## src/rtl/cpu_pkg.sv

```systemverilog
// Shared types and encodings for the instruction controller.
// CTRL_TRAP_EN adds a HALT state for illegal instructions.
package cpu_pkg;

  typedef enum logic [2:0] {
    S_WAIT      = 3'd0,
    S_DECODE    = 3'd1,
    S_WRITE_IMM = 3'd2,
    S_GET_A     = 3'd3,
    S_GET_B     = 3'd4,
    S_ALU       = 3'd5,
    S_WRITE_REG = 3'd6
`ifdef CTRL_TRAP_EN
    ,
    S_HALT      = 3'd7
`endif
  } state_t;

  localparam logic [2:0] OPC_MOV = 3'b110;
  localparam logic [2:0] OPC_ALU = 3'b101;

  localparam logic [1:0] OP_MOV_IMM = 2'b10;
  localparam logic [1:0] OP_MOV_REG = 2'b00;

  localparam logic [1:0] VSEL_IMM8 = 2'b01;
  localparam logic [1:0] VSEL_C    = 2'b11;

  localparam logic [1:0] ALU_ADD = 2'b00;
  localparam logic [1:0] ALU_CMP = 2'b01;
  localparam logic [1:0] ALU_AND = 2'b10;
  localparam logic [1:0] ALU_MVN = 2'b11;

endpackage

```

## src/rtl/cpu_controller_instr_dec.sv

```systemverilog
// Field extraction and immediate sign extension for the IR.
// Purely combinational.
module instr_dec
  import cpu_pkg::*;
(
  input  logic [15:0] i_ir,
  output logic [2:0]  o_opcode,
  output logic [1:0]  o_op,
  output logic [2:0]  o_rn,
  output logic [2:0]  o_rd,
  output logic [1:0]  o_sh,
  output logic [2:0]  o_rm,
  output logic [15:0] o_sximm8,
  output logic [15:0] o_sximm5
);

  assign o_opcode = i_ir[15:13];
  assign o_op     = i_ir[12:11];
  assign o_rn     = i_ir[10:8];
  assign o_rd     = i_ir[7:5];
  assign o_sh     = i_ir[4:3];
  assign o_rm     = i_ir[2:0];

  assign o_sximm8 = {{8{i_ir[7]}}, i_ir[7:0]};
  assign o_sximm5 = {{11{i_ir[4]}}, i_ir[4:0]};

endmodule

```

## src/rtl/cpu_controller.sv

```systemverilog
// Moore FSM sequencing the datapath for MOV/ADD/CMP/AND/MVN.
// Define CTRL_TRAP_EN to halt with a sticky err on illegal code.
module cpu_controller
  import cpu_pkg::*;
(
  input  logic        clk,
  input  logic        reset_n,
  input  logic        s,
  input  logic        load,
  input  logic [15:0] in,
  output logic        w,
  output logic        err,
  output logic [2:0]  readnum,
  output logic [2:0]  writenum,
  output logic        write,
  output logic        loada,
  output logic        loadb,
  output logic        loadc,
  output logic        loads,
  output logic        asel,
  output logic        bsel,
  output logic [1:0]  vsel,
  output logic [1:0]  shift,
  output logic [1:0]  ALUop,
  output logic [15:0] sximm8,
  output logic [15:0] sximm5
);

  state_t      r_state;
  state_t      w_next;
  logic [15:0] r_ir;

  logic [2:0] w_opcode;
  logic [1:0] w_op;
  logic [2:0] w_rn;
  logic [2:0] w_rd;
  logic [1:0] w_sh;
  logic [2:0] w_rm;
  logic       w_mov_imm;
  logic       w_mov_reg;
  logic       w_alu;

  instr_dec u_dec (
    .i_ir     (r_ir),
    .o_opcode (w_opcode),
    .o_op     (w_op),
    .o_rn     (w_rn),
    .o_rd     (w_rd),
    .o_sh     (w_sh),
    .o_rm     (w_rm),
    .o_sximm8 (sximm8),
    .o_sximm5 (sximm5)
  );

  assign w_mov_imm = (w_opcode == OPC_MOV) && (w_op == OP_MOV_IMM);
  assign w_mov_reg = (w_opcode == OPC_MOV) && (w_op == OP_MOV_REG);
  assign w_alu     = (w_opcode == OPC_ALU);

  // IR accepts a new word only while idle
  always_ff @(posedge clk or negedge reset_n) begin
    if (!reset_n)
      r_ir <= 16'h0000;
    else if (r_state == S_WAIT && load)
      r_ir <= in;
  end

  // state register
  always_ff @(posedge clk or negedge reset_n) begin
    if (!reset_n)
      r_state <= S_WAIT;
    else
      r_state <= w_next;
  end

  // next-state selection
  always_comb begin
    w_next = r_state;
    unique case (r_state)
      S_WAIT:
        if (s) w_next = S_DECODE;
      S_DECODE:
        unique case (1'b1)
          w_mov_imm: w_next = S_WRITE_IMM;
          w_mov_reg: w_next = S_GET_B;
          w_alu:     w_next = S_GET_A;
`ifdef CTRL_TRAP_EN
          default:   w_next = S_HALT;
`else
          default:   w_next = S_WAIT;
`endif
        endcase
      S_WRITE_IMM: w_next = S_WAIT;
      S_GET_A:     w_next = S_GET_B;
      S_GET_B:     w_next = S_ALU;
      S_ALU:
        if (w_alu && w_op == ALU_CMP)
          w_next = S_WAIT;
        else
          w_next = S_WRITE_REG;
      S_WRITE_REG: w_next = S_WAIT;
`ifdef CTRL_TRAP_EN
      S_HALT:      w_next = S_HALT;
`endif
      default:     w_next = S_WAIT;
    endcase
  end

  // Moore output decode from state and IR only
  always_comb begin
    w        = 1'b0;
    readnum  = 3'b000;
    writenum = 3'b000;
    write    = 1'b0;
    loada    = 1'b0;
    loadb    = 1'b0;
    loadc    = 1'b0;
    loads    = 1'b0;
    asel     = 1'b0;
    bsel     = 1'b0;
    vsel     = 2'b00;
    shift    = 2'b00;
    ALUop    = 2'b00;
    unique case (r_state)
      S_WAIT: w = 1'b1;
      S_WRITE_IMM: begin
        writenum = w_rn;
        vsel     = VSEL_IMM8;
        write    = 1'b1;
      end
      S_GET_A: begin
        readnum = w_rn;
        loada   = 1'b1;
      end
      S_GET_B: begin
        readnum = w_rm;
        loadb   = 1'b1;
        shift   = w_sh;
      end
      S_ALU: begin
        loadc = 1'b1;
        shift = w_sh;
        asel  = w_mov_reg;
        ALUop = w_alu ? w_op : ALU_ADD;
        loads = w_alu && (w_op == ALU_CMP);
      end
      S_WRITE_REG: begin
        writenum = w_rd;
        vsel     = VSEL_C;
        write    = 1'b1;
      end
      default: ;
    endcase
  end

`ifdef CTRL_TRAP_EN
  assign err = (r_state == S_HALT);
`else
  assign err = 1'b0;
`endif

endmodule

```

## config.mk

```make
export PLATFORM = sky130hd
export DESIGN_NAME = cpu_controller
export DESIGN_NICKNAME = d
export VERILOG_FILES = /design/src/rtl/cpu_pkg.sv /design/src/rtl/cpu_controller_instr_dec.sv /design/src/rtl/cpu_controller.sv
export SDC_FILE = /design/constraint.sdc
export NUM_CORES = 1
export LEC_CHECK = 0
export CAP_MARGIN = 20
export CORE_MARGIN = 2
export CORE_UTILIZATION = 30
export CTS_BUF_LIST = sky130_fd_sc_hd__clkbuf_16
export DETAILED_ROUTE_END_ITERATION = 8
export GPL_ROUTABILITY_DRIVEN = 1
export GPL_TIMING_DRIVEN = 0
export PLACE_DENSITY = 0.66
export SLEW_MARGIN = 40
export SYNTH_ARGS = -nofsm -noshare
export SYNTH_HDL_FRONTEND = slang
export SYNTH_SLANG_ARGS = --single-unit
```

## constraint.sdc

```tcl
create_clock -name clk -period 4 [get_ports clk]
set_input_delay 0.6 -clock clk [delete_from_list [all_inputs] [get_ports clk]]
set_output_delay 0.6 -clock clk [all_outputs]
set_load 0.01 [all_outputs]
```

Yosys cells after proc, flatten, opt, wreduce, memory -nomap -nowiden

Cells that the tools add are included.

Output and inout port bits: 53
Register bits after elaboration: 19
Word-level logic and storage cells: 38
Input port bits: 20

Multiplexer cells: 17
Equality and inequality tests: 11
Reductions and logical operators: 8

Operator list:

| operator                                                         | number |
|---|---|
| 3-bit == test (second input constant)                            | 5 |
| 3-bit one-hot mux with 5 select lines                            | 1 |
| 3-bit one-hot mux with 2 select lines                            | 2 |
| 3-bit one-hot mux with 3 select lines                            | 1 |
| 1-bit two-way mux                                                | 7 |
| 3-bit by 2-bit == test with 1-bit output (second input constant) | 2 |
| 2-bit two-way mux                                                | 3 |
| 3-bit two-way mux                                                | 2 |
| 1-bit logical AND                                                | 4 |
| 2-bit one-hot mux with 2 select lines                            | 1 |
| 2-bit OR reduction                                               | 2 |
| 3-bit by 1-bit == test with 1-bit output (second input constant) | 1 |
| 3-bit zero test                                                  | 1 |
| 2-bit by 1-bit == test with 1-bit output (second input constant) | 1 |
| 2-bit == test (second input constant)                            | 1 |
| 2-bit zero test                                                  | 1 |
| 2-bit inequality test (second input constant)                    | 1 |

Logic depth before layout (Yosys ltp)

Gate-level depths: netlist of the first run.

Word-level depth: 4
Depth in mapped cells: 6
Depth with buffers taken out: 4

Modules after synthesis

A second synthesis of the first run with hierarchy kept.

Cells, all modules: 142
Area total of the unflattened synthesis: 1435.1 um^2

By module, submodules not included:

| module         | times used | cells an instance | area each (um^2) | sequential area each (um^2) |
|---|---|---|---|---|
| cpu_controller | 1          | 94                | 1074.8           | 475.5 |
| instr_dec      | 1          | 48                | 360.3            | 0.0 |

Worst setup path after synthesis of the first run

No wires, ideal clock.

Kind: register to output
Start point: reg r_state[2]
End point: out readnum[0]
Slack: 2.190 ns
Buffers on the path: 1
Data arrival time: 1.210 ns
Data required time: 3.400 ns
Stages on the path, launching flop included: 5
Path through: dfrtp_1 > buf_2 > nand2b_1 > nor2_1 > a22o_1

Word-level cells in the longest chain between the ends: 2
Elaborated cells on any way between the ends: 3
Classes of those cells: eq/ne: 2; mux: 1

RTL lines:

| element                                                                          | line                  | text |
|---|---|---|
| start, declared                                                                  | cpu_controller.sv:29  | `state_t r_state;` |
| start signal, assigned                                                           | cpu_controller.sv:72  | `r_state <= w_next;` |
| 3-bit == test / 3-bit by 2-bit == test with 1-bit output (equally long branches) | cpu_controller.sv:123 | `unique case (r_state)` |
| 3-bit one-hot mux with 2 select lines *                                          | cpu_controller.sv:123 |  |
| end, declared                                                                    | cpu_controller.sv:13  | `output logic [2:0] readnum,` |

Every way passes the cells marked *; elsewhere a longest branch is shown, timed or not.

Worst setup path after layout of the first run

Start point: reg r_state[2]
End point: out readnum[2]

Same word-level chain as after synthesis.

==> impl_metrics.toml, run 1 <==
[power_and_ir_drop]
peakVddDrop_mv = 0.3399
internal_power_mw = 1.192
pwr-share-comb_pct = 65.4
swShare_pct = 32.74
p_clk_share_pct = 11.3
leakage_nw = 0.9463
switching_power_mw = 0.5801
pwr-share-seq_pct = 23.2
powerDensity_mw_per_mm2 = 838.3

[floorplanning]
die_area_mm2 = 0.004778
die_h_um = 69.13
core_area_mm2 = 0.004029
io_pins = 73
fp.dieW_um = 69.13
initial_core_util_pct = 31.58
rows = 23

[sta]
layout_min_cycle_time_ns = 2.755
final-setup-viol-count = 0
fmax_ghz = 0.3630
drv_slew = 0
setup_tns_ns = 0
finalHoldViolCount = 0
skew_ns = 0.0005362
rsz0062_at_grt = "no"
min_period_over_period_pct = 68.86

[setup_path]
end_kind = "primary output"
crit_type = "reg -> out"
cp_slowest_cell = "clkdlybuf4s50_1"
start_kind = "register"
critical_path.top_delay_family = "buffers and inverters"
worstPathCellList = "buf_2, nand2b_1, nor2_1, a22o_1, clkdlybuf4s50_1"
path_buf_inv = 2
required_ns = 3.40
crit_path_max_incr_delay_ns = 0.54
cp.arrival_ns = 2.15
path_max_fanout = 10

[placement]
placed_cell_area_mm2 = 0.002034
port_buffers = 70
hpwl_mm = 2.445
gp_congestion = 0.7539

[layout]
area_growth_pct = 66.08
diodes = 0
finish.instance_area_mm2 = 0.002113
nets = 218
drive_above_1_share_pct = 30.96
fillers = 373

[clock_tree]
hold_buffers = 0
clockBufferDepth = 2
postCtsSetupBuffers = 0
cts_tree = "done"
clock_latency_ns = 0.25
clock-root-buffer = "clkbuf_16"
cts_resized = 0
clk_pin_slew_ns = 0.05
numCtsBuffers = 3
htree_levels = 1
cts.sinks = 19

[synthesis]
ys_seq_area_share_pct = 37.36
netlist_area_mm2 = 0.001272
synthCells = 122
ys_warn_count = 0
synth_top_cell_by_area = "dfrtp_1"
post-synth-top-count-cell = "buf_4"
synth_area_leaders = "dfrtp_1, buf_4, mux2_4, mux2_2, nor2_1"
synth-main-ff-cell = "dfrtp_1"
async_flop_share_pct = 100.0
ys_types = 32
synth_edf_count = 0
synth-seq-cells = 19
synth_common_cells = "buf_4, dfrtp_1, nor2_1"
yosys.area.top_type_share_pct = 37.36
avgSynthCellArea_um2 = 10.43

[flow_run]
drv_cap = 0

[detailed_routing]
drc = 0
wirelength_mm = 3.052
vias = 1109
wl_per_cell_um = 12.36
antenna_left = 0
vias_per_cell = 4.490
dr.pass1.iters = 5
drt_iter0_drc = 33

[grt]
grt_max_degree = 20
grt_util_all_layers_pct = 13.58
antenna_found_initial = 0
first_global_vias = 1110
gr-total-overflow = 0
grt_pass1_wl_mm = 5.319

[hold_path]
hold_class = "in -> async"

[status]
status = "complete, no violations"
[through the flow]
| step | hold WS (ns) | setup slack, ns | utilization, % | power, mW | std cells |
|---|---|---|---|---|---|
| after CTS | 0.2949 | 1.280 | 52.45 | 1.790 | 247 |
| after global routing | 0.3141 | 1.100 | 52.45 | 1.898 | 247 |
| final | 0.2821 | 1.245 | 52.45 | 1.772 | 247 |
| after floorplan | 0.3044 | 2.190 | - | 1.060 | 123 |
| after detailed placement | 0.5276 | 1.553 | 50.50 | 1.583 | 243 |
| after global placement | 0.5279 | 1.575 | 50.62 | 1.552 | 243 |
[state kept, by name, indices dropped and copies added, names as in the netlist]
register / count
r_ir: 16
r_state: 3
[cell families (layout without fill, tap and decap cells)]
family	count (synthesis)	after routing	synth area share [%]
other cells	1	2	0.2947
simple gates	31	31	13.27
compound gates	9	9	5.408
mux	18	18	18.29
buf+inv	44	118	25.37
flops	19	19	37.37
[power by group through the flow]
stage	Clock (mW)	Sequential (mW)	Combinational [mW]
3_3_place_gp	0	0.405	1.15
3_5_place_dp	0	0.414	1.17
5_1_grt	0.218	0.435	1.25
2_1_floorplan	0	0.378	0.681
6_report	0.200	0.412	1.16
4_1_cts	0.204	0.414	1.17
[metal layers]
| metal | global-route usage, % | part of all wire [%] | vias up |
|---|---|---|---|
| met5 | 0 | 0 | - |
| met4 | 4.575 | 1.3 | 0 |
| met3 | 3.070 | 7.3 | 4 |
| met2 | 23.29 | 50 | 58 |
| met1 | 16.73 | 41 | 527 |
| li1 | - | - | 520 |
[area by class of cell]
cell class              instances  area (um^2)  area share, %
multi-input cells              60        478.0          22.62
well taps                      50        62.56          2.960
clock inverters                 1        3.754         0.1776
inverters                       5        18.77         0.8881
plain buffers                  39        304.0          14.39
flip-flops and latches         19        475.5          22.50
repair buffers                 70        695.7          32.92
clock buffers                   3        75.07          3.552
[placed cells by master, fill, tap and decap left out, types with 2 or more instances in the layout]
master,instances
clkbuf_16,3
dfrtp_1,19
inv_1,6
buf_2,2
clkdlybuf4s50_1,69
mux2i_1,3
a22o_1,3
nor2_1,12
nor3_1,3
nand2b_1,2
and2_1,3
mux2_4,9
mux2_2,6
nand2_1,2
buf_4,35
conb_1,2
[final timing paths]
kind,slack (ns),depth (start not counted),endpoint,from
max in group asynchronous,3.42,1,r_ir[4]$_DFFE_PN0P_,reset_n
worst max register to register,2.40,6,r_ir[1]$_DFFE_PN0P_,r_state[0]$_DFFE_PN0P_
worst min register to register,0.54,1,r_ir[10]$_DFFE_PN0P_,r_ir[10]$_DFFE_PN0P_
min in group clk,0.54,1,r_ir[10]$_DFFE_PN0P_,r_ir[10]$_DFFE_PN0P_
worst min-delay path,0.28,1,r_ir[11]$_DFFE_PN0P_,reset_n
worst max-delay path,1.25,5,readnum[2],r_state[2]$_DFFE_PN0P_
[worst register-to-register path, cell delays in order (launching register included)]
cell	delay (ns)
dfrtp_1	0.35
clkbuf_2	0.17
nor3_2	0.19
and2_4	0.18
buf_6	0.13
buf_12	0.15
mux2_4	0.30
Power figures use the tool's default switching activity.
==> run 2, diff against run 1 <==
--- a/config.mk
+++ b/config.mk
@@ -12,7 +12,7 @@
 export DETAILED_ROUTE_END_ITERATION = 8
 export GPL_ROUTABILITY_DRIVEN = 1
 export GPL_TIMING_DRIVEN = 0
-export PLACE_DENSITY = 0.66
+export PLACE_DENSITY = 0.68
 export SLEW_MARGIN = 40
 export SYNTH_ARGS = -nofsm -noshare
 export SYNTH_HDL_FRONTEND = slang
==> constraint.sdc (replaced) <==
create_clock -name clk -period 2.31 [get_ports clk]
set_input_delay 0.3465 -clock clk [delete_from_list [all_inputs] [get_ports clk]]
set_output_delay 0.3465 -clock clk [all_outputs]
set_load 0.01 [all_outputs]
==> run 2 against run 1 <==
Die area unchanged. Largest power group unchanged. Critical path type unchanged. Global-route usage is 0.23 points higher. Worst setup slack lost 1.1 ns.
==> impl_metrics.toml, run 2 (synthesis gave the netlist of run 1 again) <==
[sta]
setup_tns_ns = 0
fmax_ghz = 0.4518
skew_ns = 0.001435
finalHoldViolCount = 0
drv_slew = 0
min_period_over_period_pct = 95.82
layout_min_cycle_time_ns = 2.213
final-setup-viol-count = 0
rsz0062_at_grt = "no"

[setup_path]
crit_type = "reg -> out"
r2r_end = "r_ir[11]$_DFFE_PN0P_"
path_max_fanout = 5
end_kind = "primary output"
r2r_start = "r_state[0]$_DFFE_PN0P_"
start_kind = "register"
reg2reg_slack_ns = 0.69
r2r_cells = 6
required_ns = 1.96
cp.arrival_ns = 1.87

[layout]
largestRegisters = "r_ir: 16 flops, r_state: 3 flops"
final_core_util_pct = 52.86
nets = 218
final_common_cell = "clkdlybuf4s50_1"
drive_above_1_share_pct = 33.50
fillers = 366
finish.instance_area_mm2 = 0.002130
area_growth_pct = 67.35
largest_reg_flops = 16
diodes = 0
layout_common_cells = "clkdlybuf4s50_1, buf_4, dfrtp_1"
regMostFlops = "r_ir"

[clock_tree]
cts_tree = "done"
clock_latency_ns = 0.25
htree_levels = 1
numCtsBuffers = 3
clk_pin_slew_ns = 0.05
hold_buffers = 0
clock-root-buffer = "clkbuf_16"
clockBufferDepth = 2
cts.sinks = 19

[power_and_ir_drop]
p_total_mw = 3.108
powerDensity_mw_per_mm2 = 1459
leakage_nw = 0.9429
peakVddDrop_mv = 0.5972

[grt]
grt_pass1_wl_mm = 5.375
met1_usage_pct = 15.78
grtUsageMet3_pct = 2.485
first_global_vias = 1118
grt_max_degree = 20
gr-total-overflow = 0
use_met2_pct = 25.11
grt_util_all_layers_pct = 13.81
antenna_found_initial = 0
top_usage_layer = "met2"

[placement]
hpwl_mm = 2.490
gp_congestion = 0.7499
placed_cell_area_mm2 = 0.002034
port_buffers = 70

[floorplanning]
core_area_mm2 = 0.004029
rows = 23
die_area_mm2 = 0.004778
fp.dieW_um = 69.13
die_h_um = 69.13
initial_core_util_pct = 31.58
io_pins = 73

[detailed_routing]
drt_iter0_drc = 12
vias_per_cell = 4.425
drc = 0
antenna_left = 0
wirelength_mm = 3.199
wl_per_cell_um = 12.95
vias = 1093
dr.pass1.iters = 8

[flow_run]
drv_cap = 0

[hold_path]
hold_class = "in -> async"

[status]
status = "complete, no violations"
[run 2: cell type report]
class / count / area (um^2) / share of cell area [%]
Buffer: 39 / 306.5 / 14.39
Clock buffer: 3 / 75.07 / 3.525
Multi-Input combinational cell: 60 / 490.5 / 23.03
Tap cell: 50 / 62.56 / 2.938
Timing Repair Buffer: 70 / 695.7 / 32.67
Sequential cell: 19 / 475.5 / 22.33
Clock inverter: 1 / 5.005 / 0.2350
Inverter: 5 / 18.77 / 0.8813
[run 2: power by group]
part | total [mW] | internal (mW) | switching (mW)
Sequential | 0.718 | 0.501 | 0.217
Combinational | 2.04 | 1.34 | 0.694
Clock | 0.353 | 0.232 | 0.121
[run 2: timing repair]
| item | 4_1_cts | 5_1_grt |
|---|---|---|
| pin swaps | 0 | 1 |
| gates resized for setup | 3 | 5 |
| cloned | 0 | 0 |
| buffers inserted | 0 | 0 |
| endpoints found under the setup margin | 4 | 6 |
[run 2: layer usage]
layer  up-vias  share of wire [%]
met5         -                  0
met4         0                1.9
met3         6                6.1
met2        54                 53
met1       512                 39
li1        521                  -
[run 2: worst max-delay path, cell delays in order (launching register included)]
cell and delay (ns):
dfrtp_1 0.44, nor3b_1 0.44, and3_1 0.21, clkdlybuf4s50_1 0.53
[run 2: worst max-delay path by stage]
stage,endpoint,from
2_1_floorplan,r_ir[0]$_DFFE_PN0P_,r_state[0]$_DFFE_PN0P_
3_3_place_gp,readnum[2],r_state[2]$_DFFE_PN0P_
3_5_place_dp,readnum[2],r_state[2]$_DFFE_PN0P_
4_1_cts,readnum[2],r_state[2]$_DFFE_PN0P_
5_1_grt,asel,r_ir[13]$_DFFE_PN0P_
6_report,asel,r_ir[13]$_DFFE_PN0P_
[run 2: stage by stage]
| stage | hold slack (ns) | cells | worst slack [ns] |
|---|---|---|---|
| final | 0.03056 | 247 | 0.09663 |
| after global routing | 0.06085 | 247 | 0.008046 |
| after CTS | 0.04957 | 247 | 0.02935 |
| after detailed placement | 0.3129 | 243 | 0.1106 |
| after global placement | 0.5230 | 243 | 0.1298 |
| after floorplan | 0.05091 | 123 | 0.7324 |
